===== config.mk =====
export PLATFORM = sky130hd
export DESIGN_NAME = blit_rect_copy
export DESIGN_NICKNAME = d
export VERILOG_FILES = /design/src/rtl/blit_rect_copy.sv
export SDC_FILE = /design/constraint.sdc
export NUM_CORES = 1
export LEC_CHECK = 0
export ABC_AREA = 1
export CAP_MARGIN = 0
export CORE_MARGIN = 2
export CORE_UTILIZATION = 50
export CTS_CLUSTER_DIAMETER = 50
export DETAILED_ROUTE_END_ITERATION = 6
export PLACE_DENSITY_LB_ADDON = 0.08
export SETUP_SLACK_MARGIN = 0.02
export SLEW_MARGIN = 40
export SYNTH_ARGS = -nofsm -noshare
export SYNTH_HDL_FRONTEND = slang
export SYNTH_SLANG_ARGS = --single-unit

===== constraint.sdc =====
create_clock -name clock -period 6.97 [get_ports clock]
set_input_delay 1.7425 -clock clock [delete_from_list [all_inputs] [get_ports clock]]
set_output_delay 1.7425 -clock clock [all_outputs]
set_load 0.02 [all_outputs]

===== src/rtl/blit_rect_copy.sv =====
// Rectangle copy engine: raster-order reads from a 1-cycle-latency sprite memory,
// then transparency keying and writes through a stallable pixel-buffer port.
module blit_rect_copy #(
  parameter int ADDR_W = 16,
  parameter int PIX_W  = 8,
  parameter int DIM_W  = 8
) (
  input  logic              clock,
  input  logic              reset,
  input  logic              cmd_valid,
  output logic              cmd_ready,
  input  logic [ADDR_W-1:0] cmd_src,
  input  logic [ADDR_W-1:0] cmd_dst,
  input  logic [DIM_W-1:0]  cmd_w,
  input  logic [DIM_W-1:0]  cmd_h,
  input  logic [ADDR_W-1:0] cmd_src_stride,
  input  logic [ADDR_W-1:0] cmd_dst_stride,
  input  logic              cmd_key_en,
  input  logic [PIX_W-1:0]  cmd_key,
  output logic              rd_en,
  output logic [ADDR_W-1:0] rd_addr,
  input  logic [PIX_W-1:0]  rd_data,
  output logic              wr_en,
  output logic [ADDR_W-1:0] wr_addr,
  output logic [PIX_W-1:0]  wr_data,
  input  logic              wr_ready,
  output logic              busy,
  output logic              done
);

  typedef enum logic {
    IDLE,
    RUN
  } state_t;

  state_t state, next_state;

  // Latched command fields; row bases advance by stride at each row end.
  logic [ADDR_W-1:0] src_row, dst_row;
  logic [ADDR_W-1:0] src_stride_q, dst_stride_q;
  logic [DIM_W-1:0]  x_cnt, y_cnt;
  logic [DIM_W-1:0]  w_last, h_last;
  logic              key_en_q;
  logic [PIX_W-1:0]  key_q;
  logic              rd_pending;

  // Read in flight, carrying its destination tag until rd_data returns.
  logic              s1_valid;
  logic [ADDR_W-1:0] s1_tag;

  // Two-entry capture FIFO.
  logic [PIX_W-1:0]  fifo_data [2];
  logic [ADDR_W-1:0] fifo_addr [2];
  logic              head_ptr, tail_ptr;
  logic [1:0]        occ;

  logic              done_q;

  logic              accept;
  logic              zero_size;
  logic              head_valid;
  logic              head_transparent;
  logic              pop;
  logic [2:0]        fill_next;
  logic              credit_ok;
  logic              last_col;
  logic              last_row;
  logic              finish;

  assign accept           = cmd_valid && (state == IDLE);
  assign zero_size        = (cmd_w == '0) || (cmd_h == '0);
  assign head_valid       = (occ != 2'd0);
  assign head_transparent = head_valid && key_en_q && (fifo_data[head_ptr] == key_q);
  assign pop              = head_valid && (head_transparent || wr_ready);

  // Entries held next cycle before counting a new read; a read is allowed only
  // if its data will still find a free slot, so the FIFO can never overflow.
  assign fill_next = {1'b0, occ} + {2'b0, s1_valid} - {2'b0, pop};
  assign credit_ok = (fill_next < 3'd2);

  assign last_col = (x_cnt == w_last);
  assign last_row = (y_cnt == h_last);
  assign finish   = (state == RUN) && !rd_pending && !s1_valid && (fill_next == 3'd0);

  assign rd_addr = src_row + ADDR_W'(x_cnt);
  assign wr_addr = fifo_addr[head_ptr];
  assign wr_data = fifo_data[head_ptr];
  assign done    = done_q;

  always_ff @(posedge clock or posedge reset) begin
    if (reset) begin
      state <= IDLE;
    end else begin
      // NOTE: clocked state uses non-blocking assignments so every register
      // samples pre-edge values regardless of block evaluation order.
      state <= next_state;
    end
  end

  always_comb begin
    // NOTE: every output gets a default first so no path leaves it unassigned,
    // which would otherwise infer a latch.
    next_state = state;
    cmd_ready  = 1'b0;
    busy       = 1'b0;
    rd_en      = 1'b0;
    wr_en      = 1'b0;
    unique case (state)
      IDLE: begin
        cmd_ready = 1'b1;
        if (accept && !zero_size) begin
          next_state = RUN;
        end
      end
      RUN: begin
        busy  = 1'b1;
        rd_en = rd_pending && credit_ok;
        // Depends only on FIFO state, never on wr_ready.
        wr_en = head_valid && !head_transparent;
        if (finish) begin
          next_state = IDLE;
        end
      end
      default: next_state = IDLE;
    endcase
  end

  always_ff @(posedge clock or posedge reset) begin
    if (reset) begin
      src_row      <= '0;
      dst_row      <= '0;
      src_stride_q <= '0;
      dst_stride_q <= '0;
      x_cnt        <= '0;
      y_cnt        <= '0;
      w_last       <= '0;
      h_last       <= '0;
      key_en_q     <= 1'b0;
      key_q        <= '0;
      rd_pending   <= 1'b0;
      s1_valid     <= 1'b0;
      s1_tag       <= '0;
      done_q       <= 1'b0;
    end else begin
      done_q   <= (accept && zero_size) || finish;
      s1_valid <= rd_en;
      if (accept) begin
        src_row      <= cmd_src;
        dst_row      <= cmd_dst;
        src_stride_q <= cmd_src_stride;
        dst_stride_q <= cmd_dst_stride;
        w_last       <= cmd_w - DIM_W'(1);
        h_last       <= cmd_h - DIM_W'(1);
        key_en_q     <= cmd_key_en;
        key_q        <= cmd_key;
        x_cnt        <= '0;
        y_cnt        <= '0;
        rd_pending   <= !zero_size;
      end else if (rd_en) begin
        s1_tag <= dst_row + ADDR_W'(x_cnt);
        if (last_col) begin
          x_cnt   <= '0;
          y_cnt   <= y_cnt + DIM_W'(1);
          src_row <= src_row + src_stride_q;
          dst_row <= dst_row + dst_stride_q;
          if (last_row) begin
            rd_pending <= 1'b0;
          end
        end else begin
          x_cnt <= x_cnt + DIM_W'(1);
        end
      end
    end
  end

  always_ff @(posedge clock or posedge reset) begin
    if (reset) begin
      // NOTE: the FIFO storage is reset because its head drives wr_addr and
      // wr_data directly, which must read zero out of reset.
      for (int i = 0; i < 2; i++) begin
        fifo_data[i] <= '0;
        fifo_addr[i] <= '0;
      end
      head_ptr <= 1'b0;
      tail_ptr <= 1'b0;
      occ      <= 2'd0;
    end else begin
      if (s1_valid) begin
        fifo_data[tail_ptr] <= rd_data;
        fifo_addr[tail_ptr] <= s1_tag;
        tail_ptr            <= ~tail_ptr;
      end
      if (pop) begin
        head_ptr <= ~head_ptr;
      end
      occ <= fill_next[1:0];
    end
  end

endmodule


======== Yosys cells after proc, flatten, opt, wreduce, memory -nomap -nowiden ========
Cells that the tools add are included.
storage, ports and cells
  flip-flop bits (word level) ............. 177
  input port bits ......................... 101
  output and inout bits ................... 45
operators by class
  add/sub/neg operators ................... 10
  magnitude comparators ................... 4
  eq/ne operators ......................... 3
  multiplexer cells ....................... 35
  bitwise logic cells ..................... 6
  reduce and logical (&&, ||, !) cells .... 29
operators by type and width
  kind                                                 count
  2-to-1 mux 16 bit                                    10
  2-to-1 mux 8 bit                                     10
  adder 16 bit                                         2
  adder 16 x 8 -> 16 bit                               2
  bitwise mux 32 bit                                   1
  equality test 8 bit                                  3
  adder 8 x 1 -> 8 bit (second input constant)         2
  bitwise mux 16 bit                                   1
  demux 16 bit (select 1 bit)                          1
  logical NOT 8 bit                                    2
  subtractor 8 x 1 -> 8 bit (second input constant)    2
  logical AND 1 bit                                    12
  2-to-1 mux 1 bit                                     10
  demux 8 bit (select 1 bit)                           1
  nonzero test 2 bit                                   4
  >= comparator 2 bit (second input constant)          2
  logical NOT 1 bit                                    4
  inverter 1 bit                                       4
  inverter 1 -> 2 bit                                  2
  AND reduction 2 bit                                  2
  adder 2 x 1 -> 3 bit                                 1
  logical NOT 3 bit                                    1
  logical OR 1 bit                                     3
  < comparator 3 x 2 -> 1 bit (second input constant)  1
  4 further kinds                                      4

======== Logic depth before layout (Yosys ltp) ========
  word-level depth ........................ 14
  gate-level depth with buffers ........... 25

======== Worst setup path before layout ========
No wires, ideal clock.
  path type ............................... input -> output
  start ................................... input wr_ready
  end ..................................... output rd_en
  data arrival time ....................... 3687 ps
  slack ................................... 1541 ps
  stages on the path ...................... 11
  path through ............................ o21bai_1 > nand2_1 > inv_1 > ha_1 > inv_1 > ha_1 > fa_1 > xor2_1 > nand4_2 > clkinv_2 > clkbuf_1
on the way
  cells in the longest elaborated chain, start to end .. 6
RTL lines
  what                         RTL line  text
  start: declaration           26        input logic wr_ready,
  logical OR 1 bit             74        assign pop = head_valid && (head_transparent || wr_ready);
  logical AND 1 bit            74
  net pop                      63        logic pop;
  subtractor 3 x 1 -> 3 bit    78        assign fill_next = {1'b0, occ} + {2'b0, s1_valid} - {2'b0, pop};
  < comparator 3 x 2 -> 1 bit  79        assign credit_ok = (fill_next < 3'd2);
  logical AND 1 bit            117       rd_en = rd_pending && credit_ok;
  2-to-1 mux 1 bit             108       unique case (state)
  end: declaration             20        output logic rd_en,
The timed path passes the listed nets, and every way through them passes these cells.

======== Final worst setup path ========
  start ................................... register head_ptr
  end ..................................... output rd_en
on the way
  cells in the longest elaborated chain, start to end .. 12
RTL lines
  what                                                  RTL line  text
  start: declaration                                    54        logic head_ptr, tail_ptr;
  start signal: assignment                              194       head_ptr <= ~head_ptr;
  inverter 1 -> 2 bit (implied by the code)             73        assign head_transparent = head_valid && key_en_q && (fifo_data[head_ptr] == key_q);
  2-to-1 mux 8 bit (implied by the code) (3 in series)  73
  equality test 8 bit                                   73
  logical AND 1 bit                                     73
  logical OR 1 bit                                      74
  logical AND 1 bit                                     74
  net pop                                               63
  subtractor 3 x 1 -> 3 bit                             78
  < comparator 3 x 2 -> 1 bit                           79
  logical AND 1 bit                                     117
  2-to-1 mux 1 bit                                      108
The timed path passes the listed nets, and every way through them passes these cells. The select of a mux whose other input is x is not followed.

==> summary.txt <==
Die
  • Die Area: 23,000 µm²
  • Die W: 152 µm
  • Initial Util: 0.513
  • CORE AREA: 21,200 µm²
  • # IOs: 146
  • Die height: 152 µm
  • # rows: 53

Critical path
  • CP max-delay cell: clkinv_1
  • CP max FO: 29
  • Worst reg2reg endpoint: src_row[14]
  • Startpoint types: register
  • R2R depth: 26
  • Critical Path End Type: output pin
  • Cell family with most CP delay: buffers and inverters
  • Cells along the critical path: buf_4 -> clkinv_1 -> nand2_1 -> nand2_1 -> nand2_1 -> nand2_1 -> nor2_1 -> nand3_1 -> o21bai_1 -> nand2_1 -> inv_1 -> ha_1 -> inv_1 -> ha_1 -> fa_1 -> xor2_1 -> nand4_2 -> clkinv_2 -> clkdlybuf4s50_1
  • CP arrival: 4670 ps
  • WS Path Type: register to output pin
  • Crit path top cell by count: nand2_1
  • Crit path required time: 5230 ps
  • Worst reg-to-reg setup slack: 1830 ps
  • CP bufs+invs: 6
  • Crit-path max cell delay: 710 ps
  • Worst r2r src: head_ptr

Hold path
  • Hold path depth: 2
  • WHS Endpoint: s1_tag[9]
  • Worst hold start: s1_tag[9]
  • Hold crit path type: register to register

Global routing
  • Overflow after GRT: 0
  • Total Routing Usage GR: 0.253
  • Largest net degree at the start of global routing: 97
  • Initial antenna violation count: 1
  • First-pass GRT wire length: 46,300 µm
  • Vias in the first global route: 9,574

Outcome
  • Failing checks: DRC
  • Outcome: finished with violations

Timing
  • Final min period: 6410 ps
  • Fin crit share: 0.920
  • Setup_tns: 0 ps
  • Pins Over Slew Limit: 0
  • Fmax: 0.156 GHz
  • # setup viols final: 0
  • Worst slew margin: 0.472
  • Skew final: 13.2 ps
  • Final Hold Slack: 481 ps
  • Final hold viol count: 0
  • Setup WS post-layout: 557 ps
  • Worst-margin pin slew: 787 ps
  • RSZ-0062 raised after global routing: no

Clock network
  • Root Driver: clkbuf_16
  • Clock latency on the worst-skew pair: 440 ps
  • Total CTS buffers: 17
  • Worst-path clk slew: 70 ps
  • Clock Path Buffers: 2
  • Number of gates resized after cts: 0
  • H-tree levels: 4
  • Post-CTS Setup Bufs: 0
  • CTS tree: done
  • Post-CTS Hold Buffers: 0
  • CTS Sinks: 177

Synthesis
  • FF+latch count, synth: 177
  • Ys Warns: 0
  • Yosys top cell area share: 0.407
  • Adder-cell area share of the yosys netlist: 0.0713
  • Synth Area in XOR/XNOR: 0.0370
  • Synthesized Nets: 1,703
  • Simple-gate area share of the yosys netlist: 0.324
  • Top cell type by total area after synthesis: dfrtp_1
  • Synth Area in Compound Gates: 0.0886
  • Largest family of logic cells by synthesized area: simple AND/OR/NAND/NOR gates
  • Synth Instances: 1,543
  • Count of different cell masters after synthesis: 38
  • Multiplexer share of the synthesized area: 0
  • Ranking of synthesized cells by area: dfrtp_1 (41%), nand2_1 (22%), ha_1 (6.2%)
  • Mapped cell area: 10,900 µm²
  • Register area share after synthesis: 0.407
  • Syn_area_per_cell: 7.06 µm²

Power and ir drop
  • Clk pwr share: 0.157
  • LEAKAGE: 6.89 nW
  • Comb pwr share: 0.536
  • Psw: 2.77 mW
  • Pint: 3.23 mW
  • Net Sw Frac: 0.462
  • Power per cell area: 457 nW/µm²
  • Part of the power in registers: 0.307
  • Power Total: 6.00 mW
  • Peak VDD IR: 0.000322 V

Cells and area
  • Commonest non-fill, non-tap cell in the layout: nand2_1
  • Layout Nets: 1,830
  • Most frequent cells in the layout: nand2_1 (630), dfrtp_1 (177), inv_1 (149)
  • Share of cells above drive strength 1: 0.0351
  • Finished Cell Area: 13,100 µm²
  • Area grow syn2layout: 20.8%
  • Fillers: 1,953
  • # diodes: 0

Detailed routing
  • Final ANT Viol Nets: 0
  • Vias: 10,100
  • Total wire length after detailed routing: 27,900 µm
  • DR pass1 iterations: 7
  • Via-to-Cell Ratio: 5.17
  • Initial DRC count: 572
  • # DRC: 2
  • Wire length per cell: 14.2 µm

Place
  • Post-DP HPWL: 20,000 µm
  • IO buf count: 145
  • Placed Area: 12,600 µm²
  • Pre-CTS setup slack: 857 ps
  • Gp weighted congestion: 0.931

Run
  • Max-Cap Viols: 0
[cells in the mapped netlist (all sizes together)]
cell,instances
a21oi,37
o41ai,1
o21a,2
a31oi,7
o2111ai,1
ha,54
inv,153
nand3,85
nor4,1
fa,5
buf,19
nor2,112
dfrtp,177
or2,10
clkbuf,27
nor3,13
nand2,632
and3,4
o21bai,3
o21ai,121
nand3b,4
and2,4
xnor2,23
clkinv,2
a21o,5
o22ai,6
nand4,12
xor2,23
[layout make-up]
cell class,count,area (µm²),share of cell area
tap,275,344,0.0262
sequential,177,4430,0.337
multi-input combinational,1165,5680,0.432
clock inverter,14,148,0.0112
inverter,155,593,0.0451
clock buffer,17,425,0.0324
timing repair buffer,154,1530,0.116
[power by group through the flow]
| stage | Combinational (mW) | Clock, mW | Sequential, mW |
|---|---|---|---|
| after floorplan | 2.28 | 0 | 1.72 |
| after global placement | 3.14 | 0 | 1.84 |
| after detailed placement | 3.19 | 0 | 1.85 |
| after CTS | 3.22 | 0.957 | 1.83 |
| after global routing | 3.67 | 0.997 | 1.89 |
| final | 3.22 | 0.946 | 1.84 |
[layer usage]
layer | global-route usage | vias to the layer above | wire length (µm)
met2 | 0.418 | 245 | 12800
met1 | 0.360 | 4717 | 13400
met4 | 0.0532 | 0 | 320
li1 | - | 5131 | -
met5 | 0 | - | 0
met3 | 0.0314 | 26 | 1330
[state kept, by name, summed over array words and instances (netlist names), 2 cells and up]
| signal | cells |
|---|---|
| fifo_addr | 32 |
| dst_row | 16 |
| dst_stride_q | 16 |
| fifo_data | 16 |
| s1_tag | 16 |
| src_row | 16 |
| src_stride_q | 16 |
| h_last | 8 |
| key_q | 8 |
| w_last | 8 |
| x_cnt | 8 |
| y_cnt | 8 |
| occ | 2 |
[metrics by stage]
step / instances / util
global route: 1957 / 0.620
floorplan: 1543 / -
detailed placement: 1926 / 0.592
CTS: 1957 / 0.619
finish: 1957 / 0.620
global placement: 1926 / 0.592
[logic make-up (layout without fill, tap and decap cells)]
group                      after synthesis  after routing
AOI/OAI and AO/OA                      183            183
xor gates and xnor gates                46             46
adders and majority gates               59             59
buffers and inverters                  201            340
DFF                                    177            177
and+or+nand+nor                        877            877
[tightest hold or removal path: stages, from the launching register on]
cell and delay (ps):
dfrtp_1 340, nand2_1 60, nand2_1 50
[how the worst max path moves through the flow]
stage,endpoint,depth (start not counted),slack (ps),start
after floorplan,done,1,430,reset
after global placement,rd_en,12,900,wr_ready
after detailed placement,rd_en,12,860,wr_ready
after CTS,rd_en,19,550,head_ptr
after global routing,rd_en,19,130,head_ptr
final,rd_en,19,560,head_ptr
Note: power is estimated with default switching activity, not from simulation.
